### config.mk
export PLATFORM = sky130hd
export DESIGN_NAME = mips_multicycle_ctrl_fsm
export DESIGN_NICKNAME = d
export VERILOG_FILES = /design/src/rtl/mips_multicycle_ctrl_fsm.sv
export SDC_FILE = /design/constraint.sdc
export NUM_CORES = 1
export LEC_CHECK = 0
export CAP_MARGIN = 20
export CORE_MARGIN = 10
export CORE_UTILIZATION = 44
export DETAILED_ROUTE_END_ITERATION = 6
export PLACE_DENSITY_LB_ADDON = 0.15
export SLEW_MARGIN = 10
export SYNTH_ARGS = -nofsm -noshare
export SYNTH_HDL_FRONTEND = slang
export SYNTH_SLANG_ARGS = --single-unit
### constraint.sdc
create_clock -name clk -period 1.93 [get_ports clk]
set_input_delay 0.386 -clock clk [delete_from_list [all_inputs] [get_ports clk]]
set_output_delay 0.386 -clock clk [all_outputs]
set_load 0.005 [all_outputs]
### src/rtl/mips_multicycle_ctrl_fsm.sv
// ---------------------------------------------------------------------------
// mips_multicycle_ctrl_fsm
//
// Main control unit of the multi-cycle (non-pipelined) MIPS core. It decodes
// the opcode held in IR and steps each instruction through a one-hot state
// sequence:
//
//   FETCH -> DECODE -> ALUCTL -> EXEC -> [MEM] -> [WB] -> FETCH
//
// The one-hot state is exported so the ALU control (samples in ALUCTL) and
// the ALU datapath (computes in EXEC) can key off it directly. Every other
// output is decoded from the current state, the registered instruction class
// and the memory ready handshake.
//
// Optional feature (compile-time macro):
//   MIPS_JUMP_EN  - when defined, opcode 000010 (j) is legal. It completes in
//                   DECODE with pc_write=1, pc_src=10 and counts as retired.
//                   When undefined, 000010 decodes as an illegal opcode.
//
// Parameters:
//   CNT_W         width of the retired-instruction counter
//
// Ports:
//   clk           system clock, rising edge
//   reset         asynchronous active-high reset
//   opcode[5:0]   instr[31:26] from IR, valid from DECODE onward
//   zero          ALU zero flag, used in EXEC only
//   mem_ready     memory completes current access; used in FETCH and MEM only
//   state[5:0]    one-hot state bus
//   ALUop[1:0]    00 add, 01 sub, 10 R-type funct (ALUCTL, EXEC, MEM)
//   ir_write      load IR
//   pc_write      unconditional PC update
//   pc_src[1:0]   00 PC+4, 01 branch target, 10 jump target
//   branch_taken  PC update from beq
//   mem_read      memory read request
//   mem_write     memory write request
//   iord          0 address=PC, 1 address=ALU result
//   reg_write     register file write enable
//   reg_dst       1 rd, 0 rt
//   mem_to_reg    1 writeback from MDR, 0 from ALU result
//   alu_src       1 sign-extended immediate, 0 rt
//   illegal_op    one-cycle pulse on an unsupported opcode
//   retired       completed instruction count (wraps)
// ---------------------------------------------------------------------------
module mips_multicycle_ctrl_fsm #(
    parameter int CNT_W = 32
) (
    input  logic             clk,
    input  logic             reset,
    input  logic [5:0]       opcode,
    input  logic             zero,
    input  logic             mem_ready,
    output logic [5:0]       state,
    output logic [1:0]       ALUop,
    output logic             ir_write,
    output logic             pc_write,
    output logic [1:0]       pc_src,
    output logic             branch_taken,
    output logic             mem_read,
    output logic             mem_write,
    output logic             iord,
    output logic             reg_write,
    output logic             reg_dst,
    output logic             mem_to_reg,
    output logic             alu_src,
    output logic             illegal_op,
    output logic [CNT_W-1:0] retired
);

    typedef enum logic [5:0] {
        S_FETCH  = 6'b000001,
        S_DECODE = 6'b000010,
        S_ALUCTL = 6'b000100,
        S_EXEC   = 6'b001000,
        S_MEM    = 6'b010000,
        S_WB     = 6'b100000
    } state_t;

    typedef enum logic [1:0] {
        CLS_R   = 2'd0,
        CLS_LW  = 2'd1,
        CLS_SW  = 2'd2,
        CLS_BEQ = 2'd3
    } cls_t;

    localparam logic [5:0] OP_R   = 6'b000000;
    localparam logic [5:0] OP_LW  = 6'b100011;
    localparam logic [5:0] OP_SW  = 6'b101011;
    localparam logic [5:0] OP_BEQ = 6'b000100;
`ifdef MIPS_JUMP_EN
    localparam logic [5:0] OP_J   = 6'b000010;
`endif

    state_t           state_reg, state_next;
    cls_t             cls_reg, cls_next;
    logic [1:0]       aluop_reg, aluop_next;
    logic             alu_src_reg, alu_src_next;
    logic [CNT_W-1:0] retired_reg;
    logic             retire_inc;

    // Strobes that modify architectural state, before reset gating.
    logic ir_write_raw;
    logic pc_write_raw;
    logic branch_raw;
    logic mem_write_raw;
    logic reg_write_raw;

    // -----------------------------------------------------------------------
    // State and decode registers
    // -----------------------------------------------------------------------
    always_ff @(posedge clk or posedge reset) begin
        if (reset) begin
            state_reg   <= S_FETCH;
            cls_reg     <= CLS_R;
            aluop_reg   <= 2'b00;
            alu_src_reg <= 1'b0;
        end else begin
            state_reg   <= state_next;
            cls_reg     <= cls_next;
            aluop_reg   <= aluop_next;
            alu_src_reg <= alu_src_next;
        end
    end

    always_ff @(posedge clk or posedge reset) begin
        if (reset) begin
            retired_reg <= '0;
        end else if (retire_inc) begin
            retired_reg <= retired_reg + {{(CNT_W-1){1'b0}}, 1'b1};
        end
    end

    // -----------------------------------------------------------------------
    // Next-state and output decode
    // -----------------------------------------------------------------------
    always_comb begin
        state_next    = state_reg;
        cls_next      = cls_reg;
        aluop_next    = aluop_reg;
        alu_src_next  = alu_src_reg;
        retire_inc    = 1'b0;
        ir_write_raw  = 1'b0;
        pc_write_raw  = 1'b0;
        branch_raw    = 1'b0;
        mem_write_raw = 1'b0;
        reg_write_raw = 1'b0;
        pc_src        = 2'b00;
        mem_read      = 1'b0;
        iord          = 1'b0;
        reg_dst       = 1'b0;
        mem_to_reg    = 1'b0;
        illegal_op    = 1'b0;

        case (state_reg)
            S_FETCH: begin
                mem_read = 1'b1;
                if (mem_ready) begin
                    ir_write_raw = 1'b1;
                    pc_write_raw = 1'b1;
                    state_next   = S_DECODE;
                end
            end

            S_DECODE: begin
                // Class, ALUop and alu_src are captured on DECODE exit so that
                // they stay stable even if IR-derived opcode changes later.
                case (opcode)
                    OP_R: begin
                        cls_next     = CLS_R;
                        aluop_next   = 2'b10;
                        alu_src_next = 1'b0;
                        state_next   = S_ALUCTL;
                    end
                    OP_LW: begin
                        cls_next     = CLS_LW;
                        aluop_next   = 2'b00;
                        alu_src_next = 1'b1;
                        state_next   = S_ALUCTL;
                    end
                    OP_SW: begin
                        cls_next     = CLS_SW;
                        aluop_next   = 2'b00;
                        alu_src_next = 1'b1;
                        state_next   = S_ALUCTL;
                    end
                    OP_BEQ: begin
                        cls_next     = CLS_BEQ;
                        aluop_next   = 2'b01;
                        alu_src_next = 1'b0;
                        state_next   = S_ALUCTL;
                    end
`ifdef MIPS_JUMP_EN
                    OP_J: begin
                        pc_write_raw = 1'b1;
                        pc_src       = 2'b10;
                        retire_inc   = 1'b1;
                        state_next   = S_FETCH;
                    end
`endif
                    default: begin
                        illegal_op = 1'b1;
                        state_next = S_FETCH;
                    end
                endcase
            end

            S_ALUCTL: begin
                state_next = S_EXEC;
            end

            S_EXEC: begin
                case (cls_reg)
                    CLS_R:          state_next = S_WB;
                    CLS_LW, CLS_SW: state_next = S_MEM;
                    default: begin
                        pc_src     = 2'b01;
                        branch_raw = zero;
                        retire_inc = 1'b1;
                        state_next = S_FETCH;
                    end
                endcase
            end

            S_MEM: begin
                iord          = 1'b1;
                mem_read      = (cls_reg == CLS_LW);
                mem_write_raw = (cls_reg == CLS_SW);
                if (mem_ready) begin
                    if (cls_reg == CLS_SW) begin
                        retire_inc = 1'b1;
                        state_next = S_FETCH;
                    end else begin
                        state_next = S_WB;
                    end
                end
            end

            S_WB: begin
                reg_write_raw = 1'b1;
                reg_dst       = (cls_reg == CLS_R);
                mem_to_reg    = (cls_reg == CLS_LW);
                retire_inc    = 1'b1;
                state_next    = S_FETCH;
            end

            // Any non-one-hot encoding falls back to FETCH.
            default: begin
                state_next = S_FETCH;
            end
        endcase
    end

    // -----------------------------------------------------------------------
    // Outputs
    // -----------------------------------------------------------------------
    assign state   = state_reg;
    assign retired = retired_reg;

    // ALUop / alu_src are only meaningful while the ALU is in use.
    always_comb begin
        ALUop   = 2'b00;
        alu_src = 1'b0;
        if (state_reg == S_ALUCTL || state_reg == S_EXEC || state_reg == S_MEM) begin
            ALUop   = aluop_reg;
            alu_src = alu_src_reg;
        end
    end

    // Reset forces FETCH asynchronously, but FETCH with mem_ready=1 would
    // still raise ir_write/pc_write; gating keeps every write strobe low
    // for the whole reset pulse.
    assign ir_write     = ir_write_raw  & ~reset;
    assign pc_write     = pc_write_raw  & ~reset;
    assign branch_taken = branch_raw    & ~reset;
    assign mem_write    = mem_write_raw & ~reset;
    assign reg_write    = reg_write_raw & ~reset;

endmodule

==> impl_metrics.toml <==
[clock_tree]
cts.root.buffer_cell = "sky130_fd_sc_hd__clkbuf_8"
clock_tree.htree_level_count = 2
clk_path_buf_depth = 2
cts_hold_repair.buffers = 0
cts_inserted_buffers = 5
clock_tree_from_tritoncts = "built"
clock_insertion_delay_worst_skew_ns = 0.30
cts.reportedPaths.clkPinSlew_ns = 0.08
cts.sink_count = 43

[placement]
numPlacedInstances = 406
globalplace.congestion = 0.819
detailed_place.area_um2 = 3490
io_buffer_count = 61
dp_hpwl_um = 4810

[route]
detail_route.wirelength_um = 7600
dr_total_vias = 2286
first_pass_iters = 4
vias_per_cell = 5.17
routedWlPerCell_um = 17.2
route.detailed.drc = 0
final_antenna_net_count = 0
drt-initial-drc-count = 92

[cells_and_area]
drive_above_1_share_pct = 44.1
finish.net_count = 388
post-route-cell-area_um2 = 4100
largest_reg_flops = 32
synthToLayoutAreaGrowth_pct = 69.8
postLayoutCoreUtil_pct = 78.7
n_antenna_cell = 0
instances_no_fill = 442

[yosys]
synth_fp_nets = 244
synth_top_area_share_pct = 43.5
synth.cell_area_um2 = 2410
synth_top_cells_by_area = "sky130_fd_sc_hd__dfrtp_1, sky130_fd_sc_hd__xnor2_1, sky130_fd_sc_hd__xor2_1, sky130_fd_sc_hd__nand3_1, sky130_fd_sc_hd__ha_1"
post_synth_num_cell_types = 50
synth_sequential_area_ratio_pct = 44.6
yosys.cell_count.top_type = "sky130_fd_sc_hd__dfrtp_1"
syn_inst = 228
synth_top_cells_by_count = "sky130_fd_sc_hd__dfrtp_1, sky130_fd_sc_hd__xnor2_1, sky130_fd_sc_hd__nand3_1"
asyncSetResetFlopFracSynth_pct = 100
synth.ff_latch_count = 43
count_of_flip_flops_with_a_built_in_enable_after_synthesis = 0
synth_ff_type = "sky130_fd_sc_hd__dfrtp_1"
synth_area_leader_cell = "sky130_fd_sc_hd__dfrtp_1"
synth_area_per_cell_um2 = 10.6
synth.yosys.warnings = 0

[status]
violations = "setup timing"
run_status = "complete, but fails checks"

[setup_path]
arrival_ns = 1.76
worstPathBufferInverterCount = 3
worstSetupPathType = "reg -> out"
cpLargestDelayFamily = "flip-flops"
critical_path.endpoint_type = "output port"
timing.critical_path.slowest_cell_delay_ns = 0.45
timing.critical_path.required_ns = 1.54
worst-path-max-fanout = 4
critPathLaunchType = "flip-flop"
critical_path.slowest_cell = "sky130_fd_sc_hd__dfrtp_2"
cp_cell_sequence = "buf_6 -> o21ai_1 -> o21ai_1 -> or2b_1 -> buf_6 -> nor2_2 -> buf_2"

[sta]
post-route-period-util_pct = 111
finalWorstPathRequiredPeriod_ns = 2.14
report.final.slew_viol_count = 0
finalClockSkew_ns = 0.00314
hold_violations = 0
rsz0062_at_grt = "true"
fin_tns_setup_ns = -4.08
maxClockFrequency_mhz = 467
fin_ws_ns = -0.213
setup_viol = 37

[hold_path]
hold_path_class = "reg -> reg"

[floorplanning]
die_w_um = 94.1
starting_density_of_the_core_pct = 46.4
core.rowCount = 26
die_area_um2 = 8850
ios = 63
fp.coreArea_um2 = 5200
die_height_um = 94.1

[grt]
grt_remaining_overflow = 0
grt_pass1_wl_um = 11700
grt_start_max_net_pins = 37
grt_pass1_vias = 2368
global_route.usage.total_pct = 16.6
number_of_antenna_violations_at_the_first_check_in_global_routing = 0

[run]
max_cap_violations = 0

[pwr]
pwr_density_cell_nw_per_um2 = 649
total_leakage_power_nw = 1.88
max-vdd-ir-drop_v = 0.000629
[layer usage]
| metal | vias to the layer above | GRT usage [%] | share of wire [%] |
|---|---|---|---|
| met2 | 68 | 28.2 | 51 |
| met1 | 1121 | 18.8 | 41 |
| li1 | 1082 | - | - |
| met4 | 0 | 6.71 | 1.9 |
| met3 | 15 | 5.36 | 6.9 |
| met5 | - | 0 | 0 |
[through the flow]
| step | power, mW | hold slack (ns) | setup WS, ns |
|---|---|---|---|
| after detailed placement | 1.75 | 0.468 | -0.508 |
| after global routing | 2.79 | 0.495 | -0.295 |
| after global placement | 1.73 | 0.464 | -0.488 |
| after floorplan | 1.40 | 0.391 | 0.0186 |
| after CTS | 2.58 | 0.478 | -0.199 |
| final | 2.66 | 0.482 | -0.213 |
[path summary, 6_finish.rpt]
path | slack (ns) | endpoint | cells after the start | from
worst max-delay path | -0.21 | ALUop[1] | 7 | state[2]
worst min-delay path | 0.48 | retired[31] | 1 | retired[31]
worst max register to register | -0.16 | retired[23] | 8 | state[2]
worst min register to register | 0.48 | retired[31] | 1 | retired[31]
max in group asynchronous | 0.88 | state[2] | 3 | reset
min in group asynchronous | 0.55 | state[3] | 3 | reset
[power by group]
part	internal (mW)	switching (mW)	total, mW
sequential	0.977	0.0736	1.05
combinational	0.530	0.399	0.929
clock	0.379	0.302	0.682
[what timing repair did]
item | in CTS | in global routing
setup buffers | 24 | 7
pin swaps | 35 | 24
setup endpoints to repair | 46 | 46
hold endpoints to repair | 0 | 0
gates cloned | 1 | 0
gates resized for setup | 118 | 25
[logic make-up after synthesis]
group	synth area share, %
mux	0.933
compound gates	8.14
fa+ha+maj	3.11
buf+inv	4.20
simple gates	26.5
other cells	0.155
flops	44.6
xor+xnor	12.3
[cell type report]
class	instances	area, um^2
Clock inverter	1	30.0
Clock buffer	6	72.6
Multi-Input combinational cell	164	1470
Fill cell	328	1110
Tap cell	70	87.6
Sequential cell	43	1080
Timing Repair Buffer	146	1310
Inverter	12	48.8
[cell usage in the layout, fill, tap and decap left out, types with 5 or more instances in the layout]
| master | count |
|---|---|
| sky130_fd_sc_hd__clkbuf_8 | 5 |
| sky130_fd_sc_hd__nand2_2 | 7 |
| sky130_fd_sc_hd__clkdlybuf4s50_1 | 40 |
| sky130_fd_sc_hd__buf_4 | 62 |
| sky130_fd_sc_hd__xnor2_1 | 23 |
| sky130_fd_sc_hd__buf_2 | 10 |
| sky130_fd_sc_hd__nand3_1 | 7 |
| sky130_fd_sc_hd__ha_1 | 5 |
| sky130_fd_sc_hd__buf_6 | 25 |
| sky130_fd_sc_hd__xor2_1 | 11 |
| sky130_fd_sc_hd__and3_1 | 6 |
| sky130_fd_sc_hd__and4_1 | 5 |
| sky130_fd_sc_hd__inv_1 | 10 |
| sky130_fd_sc_hd__nor2_1 | 7 |
| sky130_fd_sc_hd__nand3_2 | 6 |
| sky130_fd_sc_hd__nor3_4 | 7 |
| sky130_fd_sc_hd__o21ai_0 | 6 |
| sky130_fd_sc_hd__nand2_1 | 9 |
| sky130_fd_sc_hd__dfrtp_1 | 38 |
| sky130_fd_sc_hd__nand4_1 | 8 |
Note: power is estimated with default switching activity, not from simulation.
